[src/rtl/ultrasonic_echo_emulator.sv]
// Ultrasonic range-sensor responder: accepts a trigger pulse, waits out the
// acoustic burst, then returns an echo whose width encodes the target distance.
module ultrasonic_echo_emulator #(
  parameter int unsigned TRIG_MIN_CYC  = 1000,
  parameter int unsigned BURST_DLY_CYC = 20000,
  parameter int unsigned CYC_PER_CM    = 5800,
  parameter int unsigned MIN_CM        = 2,
  parameter int unsigned MAX_CM        = 400,
  parameter int unsigned TIMEOUT_CYC   = 3800000,
  parameter int unsigned HOLDOFF_CYC   = 6000000
) (
  input  logic       clk,
  input  logic       rst_n,
  input  logic       trigger,
  input  logic [8:0] distance_cm,
  input  logic       object_present,
  output logic       echo,
  output logic       busy,
  output logic       trig_err
);

  typedef enum logic [2:0] {
    IDLE,
    TRIG_HI,
    BURST,
    ECHO,
    HOLDOFF
  } state_t;

  state_t      state, state_nxt;
  logic [31:0] cnt, cnt_nxt;
  logic [31:0] echo_w, echo_w_nxt;
  logic        err_nxt;
  logic        sync1, trig_s, trig_d;
  logic        rise, fall;
  logic [31:0] dist_ext, w_calc;

  assign rise = trig_s & ~trig_d;
  assign fall = ~trig_s & trig_d;

  always_comb begin
    dist_ext = 32'(distance_cm);
    if (!object_present || dist_ext > MAX_CM)
      w_calc = TIMEOUT_CYC;
    else if (dist_ext < MIN_CM)
      w_calc = MIN_CM * CYC_PER_CM;
    else
      w_calc = dist_ext * CYC_PER_CM;
  end

  always_ff @(posedge clk or negedge rst_n) begin
    if (!rst_n) begin
      sync1    <= 1'b0;
      trig_s   <= 1'b0;
      trig_d   <= 1'b0;
      state    <= IDLE;
      cnt      <= '0;
      echo_w   <= '0;
      echo     <= 1'b0;
      busy     <= 1'b0;
      trig_err <= 1'b0;
    end else begin
      sync1    <= trigger;
      trig_s   <= sync1;
      trig_d   <= trig_s;
      state    <= state_nxt;
      cnt      <= cnt_nxt;
      echo_w   <= echo_w_nxt;
      echo     <= (state_nxt == ECHO);
      busy     <= (state_nxt != IDLE);
      trig_err <= err_nxt;
    end
  end

  always_comb begin
    state_nxt  = state;
    cnt_nxt    = cnt;
    echo_w_nxt = echo_w;
    err_nxt    = 1'b0;
    unique case (state)
      IDLE: begin
        if (rise) begin
          state_nxt = TRIG_HI;
          cnt_nxt   = 32'd1;
        end
      end
      TRIG_HI: begin
        if (fall) begin
          cnt_nxt = '0;
          if (cnt >= TRIG_MIN_CYC) begin
            state_nxt  = BURST;
            echo_w_nxt = w_calc;
          end else begin
            state_nxt = IDLE;
            err_nxt   = 1'b1;
          end
        end else if (trig_s && cnt < TRIG_MIN_CYC) begin
          cnt_nxt = cnt + 32'd1;
        end
      end
      // Runs BURST_DLY_CYC+1 cycles so echo lands BURST_DLY_CYC+3 cycles
      // after the first clock that sampled the raw trigger low.
      BURST: begin
        if (cnt == BURST_DLY_CYC) begin
          state_nxt = ECHO;
          cnt_nxt   = '0;
        end else begin
          cnt_nxt = cnt + 32'd1;
        end
      end
      ECHO: begin
        if (cnt == echo_w - 32'd1) begin
          state_nxt = HOLDOFF;
          cnt_nxt   = '0;
        end else begin
          cnt_nxt = cnt + 32'd1;
        end
      end
      HOLDOFF: begin
        if (cnt == HOLDOFF_CYC - 32'd1) begin
          state_nxt = IDLE;
          cnt_nxt   = '0;
        end else begin
          cnt_nxt = cnt + 32'd1;
        end
      end
      default: begin
        state_nxt = IDLE;
        cnt_nxt   = '0;
      end
    endcase
  end

endmodule

[config.mk]
export PLATFORM = sky130hd
export DESIGN_NAME = ultrasonic_echo_emulator
export DESIGN_NICKNAME = d
export VERILOG_FILES = /design/src/rtl/ultrasonic_echo_emulator.sv
export SDC_FILE = /design/constraint.sdc
export NUM_CORES = 1
export LEC_CHECK = 0
export BUFFER_PORTS_ARGS = -buffer_cell sky130_fd_sc_hd__buf_2
export CAP_MARGIN = 20
export CORE_MARGIN = 2
export CORE_UTILIZATION = 35
export DETAILED_ROUTE_END_ITERATION = 10
export HOLD_SLACK_MARGIN = 0.12
export PLACE_DENSITY = 0.55
export REMOVE_ABC_BUFFERS = 1
export SLEW_MARGIN = 0
export SYNTH_ARGS = -nofsm -noshare
export SYNTH_HDL_FRONTEND = slang
export SYNTH_SLANG_ARGS = --single-unit
[constraint.sdc]
create_clock -name clk -period 7.3 [get_ports clk]
set_clock_uncertainty 0.05 [all_clocks]
set_input_delay 1.095 -clock clk [delete_from_list [all_inputs] [get_ports clk]]
set_output_delay 1.095 -clock clk [all_outputs]
set_load 0.03 [all_outputs]
# [After elaboration in Yosys (flattened, before gate mapping)]
# Cells that the tools add are included.
[word_totals] reg_bits=73 wordCells=56 out_inout_bits=3 in_bits=13
[classes] n_addsub=2 mux=19 n_mul=1 bitwise_logic=4 magnitude_cmp=4 eq_ne=10 n_reduce_logical=7
[ops] operator="$mux W32" n=7
[ops] operator="$pmux W32 S5" n=1
[ops] operator="$add A32 B1 Y32 const B" n=1
[ops] operator="$eq A32 B15 Y1 const B" n=1
[ops] operator="$eq A32 B23 Y1 const B" n=1
[ops] operator="$eq A32 B32 Y1" n=1
[ops] operator="$ge A32 B10 Y1 const B" n=1
[ops] operator="$lt A32 B10 Y1 const B" n=1
[ops] operator="$sub A32 B1 Y32 const B" n=1
[ops] operator="$mux W22" n=1
[ops] operator="$mul A9 B10 Y19 const B" n=1
[ops] operator="$mux W3" n=5
[ops] operator="$pmux W3 S5" n=1
[ops] operator="$eq A3 B2 Y1 const B" n=3
[ops] operator="$gt A9 B9 Y1 const B" n=1
[ops] operator="$lt A9 B2 Y1 const B" n=1
[ops] operator="$eq A3 B1 Y1 const B" n=1
[ops] operator="$eq A3 B3 Y1 const B" n=1
[ops] operator="$logic_not A3 Y1" n=1
[ops] operator="$mux W1" n=3
[ops] operator="$ne A3 B3 Y1 const B" n=1
[ops] operator="$reduce_and A3 Y1" n=1
[ops] operator="$reduce_bool A3 Y1" n=1
[ops] operator="$and A1 B1 Y1" n=2
[ops] operator="other kinds (7)" n=8

# [Logic depth before layout (Yosys ltp)]
# Gate-level depths: netlist of the first run.
[depth] word_depth=5 depth_mapped=18 ltp_nobuf=18

# [Least setup slack after synthesis of the first run]
# OpenSTA, ideal clock, no wires.
[synth_timing] path_type="in2reg" startpoint="in distance_cm[3]" endpoint="reg echo_w[21]" setup_time_ps=135 path_slack_ps=2557 stages=15 path_buffers=0 t_required_ps=7115 arrival_ps=4558 path_cell_list="ha_1 inv_1 fa_1 fa_1 fa_1 inv_1 ha_1 nor3_1 nor2_1 and3_1 o31ai_1 o21ai_0 xor2_1 a21oi_1 a21oi_1"
[synth_between] elab_chain_len=3 word_cells_on_any_way=6 cone_classes="mul (1); order compare (2); mux (2); reduce/logical (1)"
[synth_rtl] element="from (decl)" line="15" rtl="input logic [8:0] distance_cm,"
[synth_rtl] element="$mul A9 B10 Y19 (tied with other cells)" line="48" rtl="w_calc = dist_ext * CYC_PER_CM;"
[synth_rtl] element="$mux W22 or $logic_or A1 B1 Y1 (tied branches)" line="45, 43"
[synth_rtl] element="$mux W32 *" line="43" rtl="if (!object_present || dist_ext > MAX_CM)"
[synth_rtl] element="to (signal assigned)" line="68" rtl="echo_w <= echo_w_nxt;"
[synth_rtl] element="to (decl)" line="32" rtl="logic [31:0] echo_w, echo_w_nxt;"
# Mark *: on every way between the ends. The rest lies on a longest branch, timed or not.
# A chain may end at the register's enable or synchronous reset.

# [Worst setup path in the final report of the first run]
[layout_timing] startpoint="in distance_cm[1]" endpoint="reg echo_w[20]"
# The elaborated chain is that of the path after synthesis.

==> results of run 1 <==
==> metrics by stage <==
step / cell area (um2) / cells
2_1_floorplan: 5660 / 689
3_3_place_gp: 6063 / 929
3_5_place_dp: 6063 / 929
4_1_cts: 6334 / 945
5_1_grt: 6334 / 945
6_report: 6334 / 945
==> sequential cells by signal (all words and copies together), names as in the netlist <==
name	flops
cnt	32
echo_w	19
state	3
busy	1
echo	1
sync1	1
trig_d	1
trig_err	1
trig_s	1
==> layer usage <==
layer  GRT usage (%)  routed length [um]  up-vias
li1                -                   -     2495
met1           23.14                6963     2443
met2           30.14                7449      104
met3           1.979                 463       25
met4           7.801                 453        0
met5               0                   0        -
==> how the worst max path moves through the flow <==
| stage | end | cells past startpoint | slack [ns] | from |
|---|---|---|---|---|
| after floorplan | echo_w[21] | 15 | 2.51 | distance_cm[3] |
| after global placement | echo_w[20] | 17 | 2.14 | distance_cm[1] |
| after detailed placement | echo_w[20] | 17 | 2.04 | distance_cm[1] |
| after CTS | echo_w[20] | 17 | 2.38 | distance_cm[1] |
| after global routing | echo_w[20] | 17 | 2.03 | distance_cm[1] |
| final | echo_w[20] | 17 | 2.36 | distance_cm[1] |
==> cells in the final DEF, fill, tap and decap left out, types with 5 or more instances in the layout <==
| master | count |
|---|---|
| inv_1 | 81 |
| nand2_1 | 79 |
| dfrtp_1 | 60 |
| ha_1 | 56 |
| nor2_1 | 52 |
| nor3_1 | 34 |
| o21ai_0 | 32 |
| nand3_1 | 29 |
| a21oi_1 | 29 |
| fa_1 | 23 |
| xnor2_1 | 21 |
| nor4_1 | 17 |
| o22ai_1 | 17 |
| buf_2 | 15 |
| nor2b_1 | 14 |
| xor2_1 | 14 |
| and2_1 | 12 |
| nand4_1 | 12 |
| and3_1 | 10 |
| o31ai_1 | 9 |
| clkbuf_16 | 9 |
| or2_2 | 8 |
| nand2b_1 | 8 |
| o211ai_1 | 8 |
| nor3b_1 | 6 |
| or3_1 | 6 |
| o21ai_1 | 6 |
| buf_4 | 5 |
==> Yosys cell counts, types with 9 or more instances <==
| cell | count | area [um2] |
|---|---|---|
| clkbuf_1 | 32 | 120.1 |
| and3_1 | 10 | 62.56 |
| o22ai_1 | 17 | 106.4 |
| nand4_1 | 12 | 75.07 |
| ha_1 | 56 | 700.7 |
| and2_1 | 12 | 75.07 |
| fa_1 | 23 | 460.4 |
| o31ai_1 | 9 | 67.56 |
| o21ai_0 | 32 | 160.2 |
| a21oi_1 | 29 | 145.1 |
| nor2_1 | 52 | 195.2 |
| inv_1 | 81 | 304.0 |
| dfrtp_1 | 60 | 1501 |
| xor2_1 | 14 | 122.6 |
| xnor2_1 | 21 | 183.9 |
| nor2b_1 | 14 | 87.58 |
| nand3_1 | 29 | 145.1 |
| nand2_1 | 79 | 296.5 |
| nor4_1 | 17 | 106.4 |
| nor3_1 | 34 | 170.2 |
==> cells by family (layout without fill, tap and decap cells) <==
group                      Yosys count  after routing  synth area share, %
and+or+nand+nor                    301            301                26.20
AOI/OAI and AO/OA                  130            130                14.16
buffers and inverters              121            117                8.271
adders and majority gates           79             79                19.88
DFF                                 60             60                25.71
xor gates and xnor gates            35             35                5.250
muxes                                3              3               0.5143
==> final cells by class <==
class	instances	area share (%)
Timing Repair Buffer	20	1.778
Clock inverter	5	0.4346
Sequential cell	60	23.71
Tap cell	220	4.346
Inverter	81	4.800
Clock buffer	11	3.832
Multi-Input combinational cell	548	61.10
==> power groups by stage <==
stage / sequential [uW] / combinational [uW] / clock [uW]
detailed placement: 366 / 500 / 0
finish: 360 / 501 / 389
floorplan: 363 / 369 / 0
CTS: 361 / 506 / 397
global route: 363 / 568 / 411
global placement: 366 / 497 / 0
==> impl_results.md, run 1 <==
* Outcome: complete, no violations
* Congestion Overflow GR at 0
* Fin. Hold Viols at 0
* Cts repair resizes at 0
* Vias in the first global route at ~5k
* Fraction of layout cells with a size suffix above 1 at approximately 7.6%
* Overall power at between 1000 and 1500 uW
* Chip height at about 130 um
* Final cycle utilization of the critical path at 67.70%
* Pin count of the biggest net entering global routing at 46
* # rows at between 40 and 50
* Slew Limit Fails at 0
* Crit path capture type: flop
* Ys async rst share at between 90% and 100%
* Req. time, crit path at 7.46 ns
* DR WL/cell at ~16 um
* Final GP Congestion at between 0.9 and 1
* Ant diodes at 0
* Setup Viol. Count Final at 0
* Flop pwr share at between 20% and 30%
* Remaining antenna violation count at 0
* Die X at approximately 130 um
* Multi-input gate area at 3870 um2
* Critical-path cell list: buf_2 -> inv_1 -> ha_1 -> inv_1 -> fa_1 -> fa_1 -> inv_1 -> fa_1 -> ha_1 -> o21ai_0 -> a21boi_0 -> o21ai_0 -> a21oi_1 -> a31oi_1 -> o21ai_0 -> mux2i_1 -> nand3_1
* WP data arrival at 5.10 ns
* H-Tree Depth at 3
* Hold path cells at 0
* Flops & latches, synth at 60
* Hold Startpoint: sync1
* F_max at just over 200 MHz
* Drt first-iter violations at between 300 and 400
* Slew @ Worst Pin at a little over 1 ns
* Number of port buffers at 15
* Worst VDD drop at approximately 0.12 mV
* CTS buffer count at 9
* Main flop type after synthesis: dfrtp_1
* Clock power frac at about 31%
* Post-synth EDFFs at 0
* Storage element area at 1501 um2
* Unrepaired setup endpoints after global routing: false
* CP max FO at 4
* Worst Hold Class: flop to flop
* Switch share at a little under two fifths
* Worst hold slack at 0.3037 ns
* Syn avg cell area at about 8 um2
* Worst rel slew slack at between 30% and 40%
* Cells after Synth at about 730
* Hold endpoint: trig_s
* RR Endpoint: cnt[1]
* Area growth, synth to finish at 8.464%
* Reg-to-reg startpoint: echo_w[9]
* Max cap viols at 0
* Critical path class: input pin to flop
* Total GRT Usage at 17.82%
* Cell Int Power at a little under 800 uW
* NumNets Final at just over 800
* WL final at about 15000 um
* Buffers and inverters on the worst path at 4
* Crit path time final at between 4 and 5 ns
* Worst path max stage delay at 0.48 ns
* Cell Pwr Density at roughly 200 nW/um2
* Hold buffers post-CTS at 0
* Sw power at between 400 and 500 uW
* Synth warn at 0
* Starting density of the core at between 30% and 40%
* Number of distinct library cells after synthesis at 60
* 1st-pass router iterations at 7
* Post-Place Worst Slack at approximately 2.0 ns
* Pleak at 0.002830 uW
* Detail Placement HPWL at ~12000 um
* Sequential fraction of the synthesis area at roughly a quarter
* First-pass GRT wire length at between 20000 and 30000 um
* Synth Cell Area at a little under 6000 um2
* Post-layout util at between 30% and 40%
* Worst skew pair latency at around 0.33 ns
* IO Pins at 16
* Fillers at between 1.5k and 2k
* CTS root buf: clkbuf_16
* # DRC at 0
* FF-to-FF path depth at 10
* Clock Pin Slew Worst Setup and Hold Paths at ~0.05 ns
* Post-route setup slack at ~2.4 ns
* Via density at 5.362
* Crit path max-delay cell type: fa_1
* Worst path top cell family by delay: adder cells
* CTS tree: built
* Comb power frac at between 40% and 50%
* Initial antenna violation count at 0
* Postcts setup bufs at 0
* DR vias at just over 5k
* Clock Path Buffers at 2
* Startpoint Class: input pin
* CTS sink count at 60
* Die footprint at between 15000 and 20000 um2
* Core area at roughly 16000 um2
* R2R setup slack at around 2.8 ns
* Setup_tns at 0 ns
Power figures use the tool's default switching activity.
==> run 2, diff against run 1 <==
Settings changed: PLACE_DENSITY 0.55 to 0.57.
Clock period 7.3 ns to 4.5 ns, I/O delays scaled along.
==> run 2 against run 1 <==
Effect of this change: hold slack lost 0.0022 ns; final cell count grew 3.8%; worst setup slack lost 2.1 ns; critical path depth shrank 1; routed wire length shrank 7.6%; largest power group unchanged; die area is the same.
==> impl_results.md, run 2 (synthesis results as in run 1) <==
* Starting density of the core at 35.46% (unchanged)
* CP max FO at 4 (unchanged)
* Remaining antenna violation count at 0 (unchanged)
* # DRC at 0 (unchanged)
* Cell Pwr Density at 336.1 nW/um2 (+70%)
* Final cycle utilization of the critical path at a little over nine tenths
* Req. time, crit path at 4.68 ns (-2.78 ns)
* Congestion Overflow GR at 0 (unchanged)
* Worst hold slack at 0.3015 ns (-0.002192 ns)
* Area growth, synth to finish at 14.12%
* Outcome: complete, no violations
* Setup Viol. Count Final at 0 (unchanged)
* FF-to-FF path depth at 10 (unchanged)
* Buffers and inverters on the worst path at 3 (-1)
* Crit path capture type: flop
* WP depth at 16 (-1)
* Final GP Congestion at 0.8155 (-11%)
* Postcts setup bufs at 0 (unchanged)
* Drt first-iter violations at 437 (+37%)
* Die footprint at 17730 um2 (unchanged)
* Worst path top cell family by delay: adder cells
* Cell count after placement at 965 (+3.9%)
* Max reg flops at 32 (unchanged)
* DR WL/cell at 14.44 um (-11%)
* Via density at 5.129 (-4.3%)
* Most flops, register: cnt
* Worst VDD drop at 0.1976 mV (+71%)
* Worst Hold Class: flop to flop
* Most common cell after layout, fill and taps aside: inv_1
* Startpoint Class: input pin
* # rows at 47 (unchanged)
* Post-route setup slack at 0.2761 ns (-2.082 ns)
* H-Tree Depth at 3 (unchanged)
* Crit path time final at 4.224 ns
* Core area at 16470 um2 (unchanged)
* Hold endpoint: trig_s
* CTS root buf: clkbuf_16
* Worst rel slew slack at 45.18% (+13 points)
* Initial antenna violation count at 0 (unchanged)
* IO Pins at 16 (unchanged)
* Slew @ Worst Pin at 0.8223 ns (-0.1886 ns)
* Critical-path cell list: buf_2 -> ha_1 -> inv_1 -> fa_1 -> fa_1 -> fa_1 -> inv_1 -> ha_1 -> nor3_1 -> nor2_1 -> and3_1 -> o31ai_1 -> o21ai_0 -> xor2_1 -> a21oi_1 -> a21oi_1
* Commonest cells after routing, fill and taps aside: 81 x inv_1, 79 x nand2_1, 60 x dfrtp_1, 56 x ha_1, 52 x nor2_1
* Max cap viols at 0 (unchanged)
* Clock Path Buffers at 2 (unchanged)
* Fraction of layout cells with a size suffix above 1 at 12.22% (+4.6 points)
* Chip height at 133.2 um (unchanged)
* Total GRT Usage at 17.06% (-0.76 points)
* WP data arrival at 4.41 ns (-0.69 ns)
* Die X at 133.2 um (unchanged)
* Setup crit start: distance_cm[3]
* Pleak at 0.003018 uW (+6.7%)
* CTS tree: built
* NumNets Final at 848 (+4.4%)
* Top cell by count, worst path: fa_1
* Detail Placement HPWL at 11140 um (-5.5%)
* R2R setup slack at 0.56 ns (-2.24 ns)
* WL final at 14170 um (-7.6%)
* Fin. Hold Viols at 0 (unchanged)
* Clock Pin Slew Worst Setup and Hold Paths at 0.06 ns (about the same)
* Unrepaired setup endpoints after global routing: false
* Critical path class: input pin to flop
* CTS buffer count at 9 (unchanged)
* First-pass GRT wire length at 24410 um (-2.9%)
* Hold path cells at 0 (unchanged)
* Ant diodes at 0 (unchanged)
* 1st-pass router iterations at 5 (-2)
* Worst skew pair latency at 0.34 ns (about the same)
* Crit path max-delay cell type: fa_1
* Non-Filler Instances at 981 (+3.8%)
* DR vias at 5032 (-0.69%)
* F_max at between 200 and 250 MHz
* Number of port buffers at 15 (unchanged)
* RR Endpoint: cnt[4]
* Reg-to-reg startpoint: echo_w[9]
* Post-layout util at 40.47% (+2.0 points)
* Vias in the first global route at 4861 (-0.25%)
* Post-Place Worst Slack at -0.1259 ns (-2.167 ns)
* CTS sink count at 60 (unchanged)
* Hold Startpoint: sync1
* Largest registers: cnt x32, echo_w x19, state x3
* Pin count of the biggest net entering global routing at 35 (-24%)
* Slew Limit Fails at 0 (unchanged)
* Worst path max stage delay at 0.54 ns (+0.06 ns)
[run 2: cell types whose count changed in the layout (fill, tap and decap cells not counted)]
cell,before,now
a21oi_1,29,28
o21ai_0,32,31
clkbuf_1,1,0
bufinv_16,0,2
buf_4,5,41
clkinv_2,4,1
a21oi_2,0,1
clkinvlp_4,1,3
o21ai_1,6,7
[run 2: power by group]
| part | leakage [uW] | switching [uW] | internal (uW) |
|---|---|---|---|
| clock network | 0.000151 | 267 | 498 |
| logic | 0.00214 | 453 | 440 |
| registers | 0.000731 | 21.7 | 560 |
[run 2: layout make-up]
| cell class | count | area, um2 |
|---|---|---|
| fillers | 1682 | 9802 |
| clock buffers | 10 | 239.0 |
| multi-input cells | 548 | 3874 |
| inverters | 81 | 304.0 |
| clock inverters | 6 | 87.58 |
| flip-flops and latches | 60 | 1501 |
| repair buffers | 56 | 382.9 |
| well taps | 220 | 275.3 |
[run 2: repair_timing]
action	CTS	global route
hold buffers	0	0
hold endpoints to repair	0	0
setup endpoints to repair	0	1
resized for setup	0	1
[run 2: worst max-delay path by stage]
stage / end / slack [ns]
detailed placement: echo_w[21] / -0.13
floorplan: echo_w[21] / 0.13
global route: echo_w[19] / 0.03
CTS: echo_w[21] / 0.23
finish: echo_w[21] / 0.28
global placement: echo_w[21] / -0.06
[run 2: metal layers]
layer  GRT usage [%]  vias to the layer above  wire (um)
met3           2.664                       18        406
met5               0                        -          0
met4           5.556                        0        280
li1                -                     2572          -
met1           22.41                     2368       6678
met2           28.87                       74       6801
[run 2: through the flow]
step / TNS (ns) / instance area (um2) / power (uW)
after global placement: -0.1374 / 6337 / 1487
after CTS: 0 / 6664 / 2272
after detailed placement: -0.2822 / 6337 / 1495
after global routing: 0 / 6664 / 2429
after floorplan: 0 / 5660 / 1188
final: 0 / 6664 / 2240
==> run 3, diff against run 2 <==
Settings changed: PLACE_DENSITY 0.57 to 0.52.
==> run 3 against run 2 <==
Effect of this change: via count rose by 2.2%; final cell count is 0.41% lower; non-clock buffer count is 3 lower; clock power shrank 12%; total power fell by 2.4%; die area unchanged; hold slack worse by 0.00090 ns; clock-buffer cell count increased by 3; critical path type unchanged; highest routed layer unchanged.
==> impl_results.md, run 3 (synthesis results as in run 1) <==
* Outcome: complete, no violations
* Via density at 5.262 (+2.6%)
* Pleak at 0.002991 uW (-0.90%)
* Max reg flops at 32 (unchanged)
* H-Tree Depth at 3 (unchanged)
* Total GRT Usage at 18.39% (+1.3 points)
* Ant diodes at 0 (unchanged)
* Vias in the first global route at 5169 (+6.3%)
* CTS root buf: clkbuf_16
* Post-Place Worst Slack at -0.1622 ns (-0.03630 ns)
* Most flops, register: cnt
* WL final at 15480 um (+9.2%)
* Final cycle utilization of the critical path at 93.36% (-0.50 points)
* WP data arrival at 4.36 ns (-0.05 ns)
* Worst VDD drop at 0.1653 mV (-16%)
* Pin count of the biggest net entering global routing at 33 (-5.7%)
* Reg-to-reg startpoint: echo_w[9]
* R2R setup slack at 0.60 ns (+0.04 ns)
* F_max at 238.0 MHz (+0.54%)
* CTS buffer count at 9 (unchanged)
* Remaining antenna violation count at 0 (unchanged)
* Detail Placement HPWL at 12150 um (+9.1%)
* Fin. Hold Viols at 0 (unchanged)
* Unrepaired setup endpoints after global routing: false
* Critical path class: input pin to flop
* Crit path time final at 4.201 ns (-0.02251 ns)
* Die footprint at 17730 um2 (unchanged)
* Cell Pwr Density at 331.2 nW/um2 (-1.4%)
* CP max FO at 4 (unchanged)
* Setup Viol. Count Final at 0 (unchanged)
* Worst path top cell family by delay: adder cells
* RR Endpoint: cnt[11]
* Final GP Congestion at 0.8961 (+9.9%)
* Crit path capture type: flop
* Fraction of layout cells with a size suffix above 1 at 11.36% (-0.86 points)
* Crit path max-delay cell type: fa_1
* DR vias at 5141 (+2.2%)
* DR WL/cell at 15.84 um (+9.7%)
* Die X at 133.2 um (unchanged)
* Post-route setup slack at 0.2986 ns (+0.02251 ns)
* Worst rel slew slack at 39.54% (-5.6 points)
* Core area at 16470 um2 (unchanged)
* Hold buffers post-CTS at 0 (unchanged)
* Hold path cells at 0 (unchanged)
* Max cap viols at 0 (unchanged)
* CTS tree: built
* Largest registers: cnt x32, echo_w x19, state x3
* Cts repair resizes at 0 (unchanged)
* Drt first-iter violations at 297 (-32%)
* Top cell by count, worst path: fa_1
* Hold endpoint: trig_s
* Startpoint Class: input pin
* Buffers and inverters on the worst path at 3 (unchanged)
* Worst skew pair latency at 0.33 ns (about the same)
* FF-to-FF path depth at 10 (unchanged)
* Worst Hold Class: flop to flop
* Req. time, crit path at 4.66 ns (-0.02 ns)
* Clock Pin Slew Worst Setup and Hold Paths at 0.05 ns (about the same)
* Critical-path cell list: buf_2 -> ha_1 -> inv_1 -> fa_1 -> fa_1 -> fa_1 -> inv_1 -> ha_1 -> nor3_1 -> nor2_1 -> and3_1 -> o31ai_2 -> o21ai_0 -> xor2_1 -> a21oi_1 -> a21oi_1
* Postcts setup bufs at 0 (unchanged)
* Fillers at 1691 (+0.54%)
* First-pass GRT wire length at 26260 um (+7.6%)
* Congestion Overflow GR at 0 (unchanged)
* Clock Path Buffers at 2 (unchanged)
* Number of port buffers at 15 (unchanged)
* IO Pins at 16 (unchanged)
* Slew Limit Fails at 0 (unchanged)
* Commonest cells after routing, fill and taps aside: 81 x inv_1, 79 x nand2_1, 60 x dfrtp_1, 56 x ha_1, 52 x nor2_1
* Area growth, synth to finish at 13.05%
* 1st-pass router iterations at 5 (unchanged)
* Chip height at 133.2 um (unchanged)
* Setup_tns at 0 ns (unchanged)
* # DRC at 0 (unchanged)
* Slew @ Worst Pin at 0.9069 ns (+0.08462 ns)
* Hold Startpoint: sync1
* # rows at 47 (unchanged)
* NumNets Final at 845 (-0.35%)
* Most common cell after layout, fill and taps aside: inv_1
* Initial antenna violation count at 0 (unchanged)
* Worst path max stage delay at 0.55 ns (about the same)
* Starting density of the core at 35.46% (unchanged)
* CTS sink count at 60 (unchanged)
==> run 3: cell count changes in the layout (fill, tap and decap cells not counted), sizes merged <==
| cell | before | now |
|---|---|---|
| buf | 56 | 53 |
| clkinvlp | 3 | 0 |
| clkbuf | 10 | 13 |
| bufinv | 2 | 1 |
==> run 3: report_power, final <==
group,total (uW),leakage (uW),switching [uW],internal [uW]
Combinational,924,0.00212,479,445
Clock,674,0.000140,235,440
Sequential,588,0.000731,27.7,561
Total,2190,0.00299,742,1450
==> run 3: worst max path at each step <==
stage | slack, ns | endpoint | cells after the start | startpoint
2_1_floorplan | 0.13 | echo_w[21] | 15 | distance_cm[3]
3_3_place_gp | -0.06 | echo_w[21] | 16 | distance_cm[3]
3_5_place_dp | -0.16 | echo_w[20] | 17 | distance_cm[3]
4_1_cts | 0.16 | echo_w[20] | 17 | distance_cm[3]
5_1_grt | 0.05 | echo_w[21] | 16 | distance_cm[3]
6_report | 0.30 | echo_w[21] | 16 | distance_cm[3]
==> run 3: final cells by class <==
| class | instances | area, um2 | share of cell area (%) |
|---|---|---|---|
| Clock buffer | 13 | 250.2 | 3.791 |
| Clock inverter | 2 | 35.03 | 0.5307 |
| Inverter | 81 | 304.0 | 4.606 |
| Multi-Input combinational cell | 548 | 3875 | 58.70 |
| Sequential cell | 60 | 1501 | 22.74 |
| Tap cell | 220 | 275.3 | 4.170 |
| Timing Repair Buffer | 53 | 360.3 | 5.459 |
==> run 3: layer usage <==
layer	track usage, %	vias to the layer above	wire length [um]
met1	22.94	2452	7039
li1	-	2556	-
met5	0	-	0
met4	8.983	0	622
met3	2.093	37	394
met2	31.75	96	7420
==> run 3: worst reg2reg max path, stage by stage (launching register included) <==
cell and delay [ns]:
dfrtp_1 0.46, or4_4 0.63, nor4_2 0.44, o221ai_1 0.19
a2111oi_1 0.49, nand3_1 0.16, o41ai_2 0.48, a211oi_2 0.30
nor3_2 0.35, buf_4 0.20, nor2_1 0.05
==> run 3: metrics by stage <==
step           hold slack (ns)  std cells  utilization, %  instance area [um2]  power [uW]
2_1_floorplan           0.2812        689               -                 5660        1188
3_3_place_gp            0.2880        962           38.33                 6311        1509
3_5_place_dp            0.2927        962           38.33                 6311        1519
4_1_cts                 0.3013        977           40.06                 6596        2207
5_1_grt                 0.3110        977           40.09                 6601        2367
6_report                0.3006        977           40.09                 6601        2187
